==> src/rtl/int_pkg.sv <==
// Shared constants and types for the interrupt pending register and the interrupt controller.
// Device-id width here must agree with the controller's id width.
package int_pkg;

  localparam int DEV_ID_SIZE_DEF = 8;

  function automatic int dev_ids(input int id_size);
    return 1 << id_size;
  endfunction

  localparam int DEV_IDS_DEF = dev_ids(DEV_ID_SIZE_DEF);

  typedef logic [DEV_ID_SIZE_DEF-1:0] dev_id_t;

endpackage

==> src/rtl/int_pending_if.sv <==
// CPU/device-side bundle of the interrupt pending register.
// Handshake: mask_we and ack are single-cycle strobes with no back-pressure; each asserted
// cycle takes effect at that rising edge, and the registered outputs reflect it right after.
interface int_pending_if #(
  parameter int DEV_ID_SIZE = int_pkg::DEV_ID_SIZE_DEF
) ();
  localparam int DEV_IDS = int_pkg::dev_ids(DEV_ID_SIZE);

  logic [DEV_IDS-1:0]     irq;
  logic                   mask_we;
  logic [DEV_IDS-1:0]     mask_wdata;
  logic                   ack;
  logic [DEV_ID_SIZE-1:0] ack_id;
  logic [DEV_IDS-1:0]     ints;
  logic                   any;
  logic [DEV_IDS-1:0]     mask;
  logic [DEV_IDS-1:0]     overrun;
  logic [DEV_IDS-1:0]     pending;

  modport master (
    output irq, mask_we, mask_wdata, ack, ack_id,
    input  ints, any, mask, overrun, pending
  );

  modport slave (
    input  irq, mask_we, mask_wdata, ack, ack_id,
    output ints, any, mask, overrun, pending
  );
endinterface

==> src/rtl/int_sync.sv <==
// Two-flop synchroniser, synchronous reset to all ones so lines idling high after reset
// do not look like fresh rising edges downstream.
module int_sync #(
  parameter int WIDTH = 8
) (
  input  logic             clk,
  input  logic             rst,
  input  logic [WIDTH-1:0] i_d,
  output logic [WIDTH-1:0] o_q
);
  logic [WIDTH-1:0] r_meta;
  logic [WIDTH-1:0] r_sync;

  always_ff @(posedge clk) begin
    if (rst) begin
      r_meta <= '1;
      r_sync <= '1;
    end else begin
      r_meta <= i_d;
      r_sync <= r_meta;
    end
  end

  assign o_q = r_sync;
endmodule

==> src/rtl/int_pending.sv <==
// Sticky, maskable interrupt pending bits with per-device overrun flags feeding the controller.
// Define INT_SYNC_EN to pass irq through a two-flop synchroniser before edge detection.
module int_pending
  import int_pkg::*;
#(
  parameter int DEV_ID_SIZE = DEV_ID_SIZE_DEF
) (
  input  logic         clk,
  input  logic         rst,
  int_pending_if.slave bus
);
  localparam int DEV_IDS = dev_ids(DEV_ID_SIZE);

  logic [DEV_IDS-1:0] w_irq;
  logic [DEV_IDS-1:0] w_rise;
  logic [DEV_IDS-1:0] w_clr;
  logic [DEV_IDS-1:0] w_pending_n;
  logic [DEV_IDS-1:0] w_overrun_n;
  logic [DEV_IDS-1:0] w_mask_n;
  logic [DEV_IDS-1:0] w_ints_n;

  logic [DEV_IDS-1:0] r_prev_irq;
  logic [DEV_IDS-1:0] r_pending;
  logic [DEV_IDS-1:0] r_overrun;
  logic [DEV_IDS-1:0] r_mask;
  logic [DEV_IDS-1:0] r_ints;
  logic               r_any;

`ifdef INT_SYNC_EN
  int_sync #(
    .WIDTH (DEV_IDS)
  ) u_sync (
    .clk (clk),
    .rst (rst),
    .i_d (bus.irq),
    .o_q (w_irq)
  );
`else
  assign w_irq = bus.irq;
`endif

  // A set and an ack on the same id in one cycle keep the new request; the ack still
  // suppresses overrun detection for that id.
  always_comb begin
    w_rise      = w_irq & ~r_prev_irq;
    w_clr       = '0;
    if (bus.ack) begin
      w_clr[bus.ack_id] = 1'b1;
    end
    w_pending_n = (r_pending & ~w_clr) | w_rise;
    w_overrun_n = (r_overrun & ~w_clr) | (w_rise & r_pending & ~w_clr);
    w_mask_n    = bus.mask_we ? bus.mask_wdata : r_mask;
    w_ints_n    = w_pending_n & w_mask_n;
  end

  // prev_irq resets to ones so lines already high at reset release stay quiet.
  always_ff @(posedge clk) begin
    if (rst) begin
      r_prev_irq <= '1;
      r_pending  <= '0;
      r_overrun  <= '0;
      r_mask     <= '0;
      r_ints     <= '0;
      r_any      <= 1'b0;
    end else begin
      r_prev_irq <= w_irq;
      r_pending  <= w_pending_n;
      r_overrun  <= w_overrun_n;
      r_mask     <= w_mask_n;
      r_ints     <= w_ints_n;
      r_any      <= |w_ints_n;
    end
  end

  assign bus.ints    = r_ints;
  assign bus.any     = r_any;
  assign bus.mask    = r_mask;
  assign bus.overrun = r_overrun;
  assign bus.pending = r_pending;
endmodule
==> src/flat_wrapper.sv <==
// flat-port wrapper written by rule: the top's interface ports become plain ports
module int_pending_flat import int_pkg::*;
#(
  parameter int DEV_ID_SIZE = DEV_ID_SIZE_DEF
)
  (clk, rst, bus_irq, bus_mask_we, bus_mask_wdata, bus_ack, bus_ack_id, bus_ints, bus_any, bus_mask, bus_overrun, bus_pending);
  int_pending_if #(.DEV_ID_SIZE(DEV_ID_SIZE)) bus_i ();
  input  logic clk;
  input  logic rst;
  input wire logic [$bits(bus_i.irq)-1:0] bus_irq;
  input wire logic [$bits(bus_i.mask_we)-1:0] bus_mask_we;
  input wire logic [$bits(bus_i.mask_wdata)-1:0] bus_mask_wdata;
  input wire logic [$bits(bus_i.ack)-1:0] bus_ack;
  input wire logic [$bits(bus_i.ack_id)-1:0] bus_ack_id;
  output wire logic [$bits(bus_i.ints)-1:0] bus_ints;
  output wire logic [$bits(bus_i.any)-1:0] bus_any;
  output wire logic [$bits(bus_i.mask)-1:0] bus_mask;
  output wire logic [$bits(bus_i.overrun)-1:0] bus_overrun;
  output wire logic [$bits(bus_i.pending)-1:0] bus_pending;
  assign bus_i.irq = bus_irq;
  assign bus_i.mask_we = bus_mask_we;
  assign bus_i.mask_wdata = bus_mask_wdata;
  assign bus_i.ack = bus_ack;
  assign bus_i.ack_id = bus_ack_id;
  assign bus_ints = bus_i.ints;
  assign bus_any = bus_i.any;
  assign bus_mask = bus_i.mask;
  assign bus_overrun = bus_i.overrun;
  assign bus_pending = bus_i.pending;
  int_pending #(.DEV_ID_SIZE(DEV_ID_SIZE)) u_core (.clk(clk), .rst(rst), .bus(bus_i));
endmodule
==> config.mk <==
export PLATFORM = sky130hd
export DESIGN_NAME = int_pending_flat
export DESIGN_NICKNAME = d
export VERILOG_FILES = /design/src/rtl/int_pkg.sv /design/src/rtl/int_pending_if.sv /design/src/rtl/int_sync.sv /design/src/rtl/int_pending.sv /design/src/flat_wrapper.sv
export SDC_FILE = /design/constraint.sdc
export NUM_CORES = 2
export LEC_CHECK = 0
export CAP_MARGIN = 20
export CORE_AREA = 2 2 612 614
export CTS_BUF_LIST = sky130_fd_sc_hd__clkbuf_16
export CTS_CLUSTER_DIAMETER = 80
export DETAILED_ROUTE_END_ITERATION = 12
export DIE_AREA = 0 0 614 616
export DONT_BUFFER_PORTS = 1
export GPL_TIMING_DRIVEN = 0
export MAX_ROUTING_LAYER = met4
export SLEW_MARGIN = 20
export SYNTH_ARGS = -nofsm -noshare
export SYNTH_HDL_FRONTEND = slang
export SYNTH_SLANG_ARGS = --single-unit
==> constraint.sdc <==
create_clock -name clk -period 3.42 [get_ports clk]
set_input_delay 0.513 -clock clk [delete_from_list [all_inputs] [get_ports clk]]
set_output_delay 0.513 -clock clk [all_outputs]
set_load 0.03 [all_outputs]
==> results.toml <==
[cells_and_area]
drive_gt1_frac = 0.224
fillers = 40959
nNetsFinal = 6119
syn2layout_area_growth_pct = 53.8
final_cells = 11010

[timing]
worstMarginPinSlew_ps = 1340
layout_min_cycle_time_ps = 3620
clock_skew_ps = 46.1
relSlewSlack = 0.103
fin_crit_sh = 1.06
finalHoldViolations = 0
setup_viol = 1
finalWorstSetupSlack_ps = -205
fmax_mhz = 276
whs_ps = 28.3
drv_slew = 0

[power]
leakagePower_nw = 24.1
power.density_nw_per_um2 = 618
pwr-share-clk = 0.445
p_int_w = 0.0280
switching_share = 0.351
pwr-share-comb = 0.140
seqPwrFrac = 0.415
p_sw_w = 0.0151
ir_worst_vdd_uv = 424

[logic_synthesis]
synth_commonest_cells = "dfxtp_1, nor2_1, nor2b_1, a21oi_1, nor3_1"
synth-edff-count = 0
syn-instance-count = 4671
synth_cell_types = 70
syn_area_um2 = 45400
syn_avg_cell_area_um2 = 9.71
netlist_top_cells_area = "dfxtp_1, nor2b_1, mux2i_1"
syn_nets = 5195
ys_seq_area_frac = 0.565
synth_top_area_share = 0.565
synth_most_common_cell = "dfxtp_1"
yosys_warnings = 0
async_flop_share = 0
synth_ff_type = "dfxtp_1"
ys_ff_latch = 1281
post-synth-top-area-cell = "dfxtp_1"

[placed_design]
port_buffers = 0
dpl.hpwl_um = 543000
placedCellCount = 9764
gp_congestion = 1.04

[drt]
drcViolationCount = 0
num_vias = 50097
routed_via_density = 4.55
drt-total-wl_um = 643000
first_iter_violations = 6818
dr.pass1.iters = 5
drtAntennaViolNets = 0
route.detailed.wl_per_inst_um = 58.4

[worst_hold_path]
holdPathStages = 3
hold_path_class = "primary input to flop"
min-delay-start = "bus_irq[245]"
whs_endpoint = "u_core.bus.overrun[245]"

[global_route]
antenna_found_initial = 313
track_usage = 0.337
use_met2 = 0.499
grt_max_degree = 14
grt_pass1_vias = 44162
grt_use_met1 = 0.350
busiest_layer = "met2"
grt_util_met3 = 0.151
grt_overflow_total = 0
grt_pass1_wl_um = 741000

[floorplanning]
die_area_um2 = 378000
fp-row-count = 224
ioPinCount = 1549
start_util = 0.122
core_area_um2 = 371000
die_w_um = 614
die_h_um = 616

[worst_setup_path]
r2r_cells = 8
crit_arrival_ps = 4380
startpoint_type = "primary input"
r2r-start = "u_core.bus.mask[190]"
endpoint_kind = "flop"
reg2reg_to = "u_core.bus.any"
worstPathRequired_ps = 4180
crit_type = "primary input to flop"
critPathMaxFanout = 10
rrSetupSlack_ps = -130

[run_status]
status = "finished, violations left"
violations = "setup timing"

[clocking]
cts_tree = "yes"
clk_pin_slew_ps = 70
clk_latency_ps = 930
cts_root_buf = "clkbuf_16"
h-tree-depth = 4
cts_buffer_depth = 4
cts_buffers = 174
cts.sinks = 1281

[job]
drv_cap = 0
layout make-up:
class                   count  area [µm²]  area share
diodes                    304         761      0.0109
plain buffers             277        1950      0.0280
clock buffers             174        4350      0.0624
clock inverters           141        1350      0.0193
inverters                  20        75.1     0.00108
multi-input cells        3089       20700       0.296
flip-flops and latches   1281       25700       0.368
well taps                4972        6220      0.0891
repair buffers            752        8750       0.125
layer usage:
metal / vias up / wire length, µm / share of wire
met2: 4550 / 276000 / 0.43
met3: 1402 / 80600 / 0.13
met5: - / 0 / 0
met4: 0 / 61200 / 0.095
met1: 25434 / 225000 / 0.35
li1: 18711 / - / -
worst max-delay path, cell delays in order:
cell and delay (ps):
buf_2 180, and3b_1 220, clkbuf_4 200, buf_12 210, clkbuf_2 380, buf_16 220
nand2_2 300, o21ai_4 540, o22ai_1 220, nor4_4 410, nand4_1 310, nor4_4 410
a31oi_2 170
registers in the layout (all words and copies together) (netlist names):
register,flops
u_core.bus.any,1
u_core.bus.ints,256
u_core.bus.overrun,256
u_core.r_prev_irq,256
u_core.bus.mask,256
u_core.bus.pending,256
kinds of logic (layout without fill, tap and decap cells):
family	Yosys count	in the layout	synth area share
and+or+nand+nor	1895	1895	0.220
DFF	1281	1281	0.565
AOI/OAI and AO/OA	918	918	0.126
muxes	276	276	0.0614
buffers and inverters	301	1364	0.0272
other	0	304	0
cells in the final DEF, fill, tap and decap left out, types with 19 or more instances in the layout:
cell | Yosys | final
buf_16 | 0 | 63
clkinv_1 | 0 | 30
nand2_1 | 89 | 77
nor4_1 | 39 | 21
inv_1 | 20 | 43
mux2i_1 | 256 | 138
o31ai_1 | 48 | 32
nand3_1 | 81 | 73
nor2_1 | 571 | 547
clkbuf_1 | 220 | 99
dlygate4sd3_1 | 0 | 496
a21oi_1 | 376 | 343
or2_2 | 257 | 257
nor2b_1 | 475 | 461
o22ai_1 | 81 | 68
mux2i_2 | 0 | 57
a21oi_2 | 0 | 30
diode_2 | 0 | 304
buf_6 | 3 | 29
dfxtp_1 | 1281 | 1267
mux2_2 | 18 | 19
clkbuf_16 | 0 | 175
o21ai_0 | 75 | 55
clkbuf_4 | 0 | 19
clkinv_2 | 0 | 22
nor2_4 | 0 | 19
clkbuf_2 | 0 | 91
mux2i_4 | 0 | 61
buf_4 | 12 | 117
nor3_1 | 270 | 269
buf_12 | 0 | 68
a211oi_1 | 249 | 248
power groups by stage:
| stage | clock network, W | logic [W] | registers (W) |
|---|---|---|---|
| final | 0.0192 | 0.00602 | 0.0179 |
| after global routing | 0.0197 | 0.00592 | 0.0179 |
| after CTS | 0.0191 | 0.00582 | 0.0179 |
| after detailed placement | 0 | 0.00446 | 0.0182 |
| after global placement | 0 | 0.00414 | 0.0182 |
| after floorplan | 0 | 0.00163 | 0.0171 |
how the worst max path moves through the flow:
stage | start | endpoint
6_report | bus_ack_id[0] | u_core.bus.any
5_1_grt | u_core.bus.mask[164] | u_core.bus.any
4_1_cts | u_core.bus.mask[135] | u_core.bus.any
3_5_place_dp | bus_mask_we | u_core.bus.any
3_3_place_gp | bus_mask_we | u_core.bus.any
2_1_floorplan | bus_mask_we | u_core.bus.any
per-stage QoR:
step	instance area [µm²]	util	TNS [ps]	setup WS, ps	total power (W)
after CTS	68800	0.185	0	2.74	0.0428
after global placement	51600	0.139	-2264430	-9220	0.0223
after global routing	69600	0.187	-59.3	-59.3	0.0435
after floorplan	45400	-	0	104	0.0187
after detailed placement	54500	0.147	-846890	-5770	0.0226
final	69800	0.188	-205	-205	0.0431
what timing repair did:
item / CTS / global route
pin swaps: 34 / 9
setup endpoints to repair: 329 / 1
hold buffers: 494 / 2
buffers inserted: 126 / 6
cloned: 2 / 0
resized for setup: 479 / 33
endpoints found under the hold margin: 862 / 2
No activity file was read; power rests on OpenSTA's default activity.
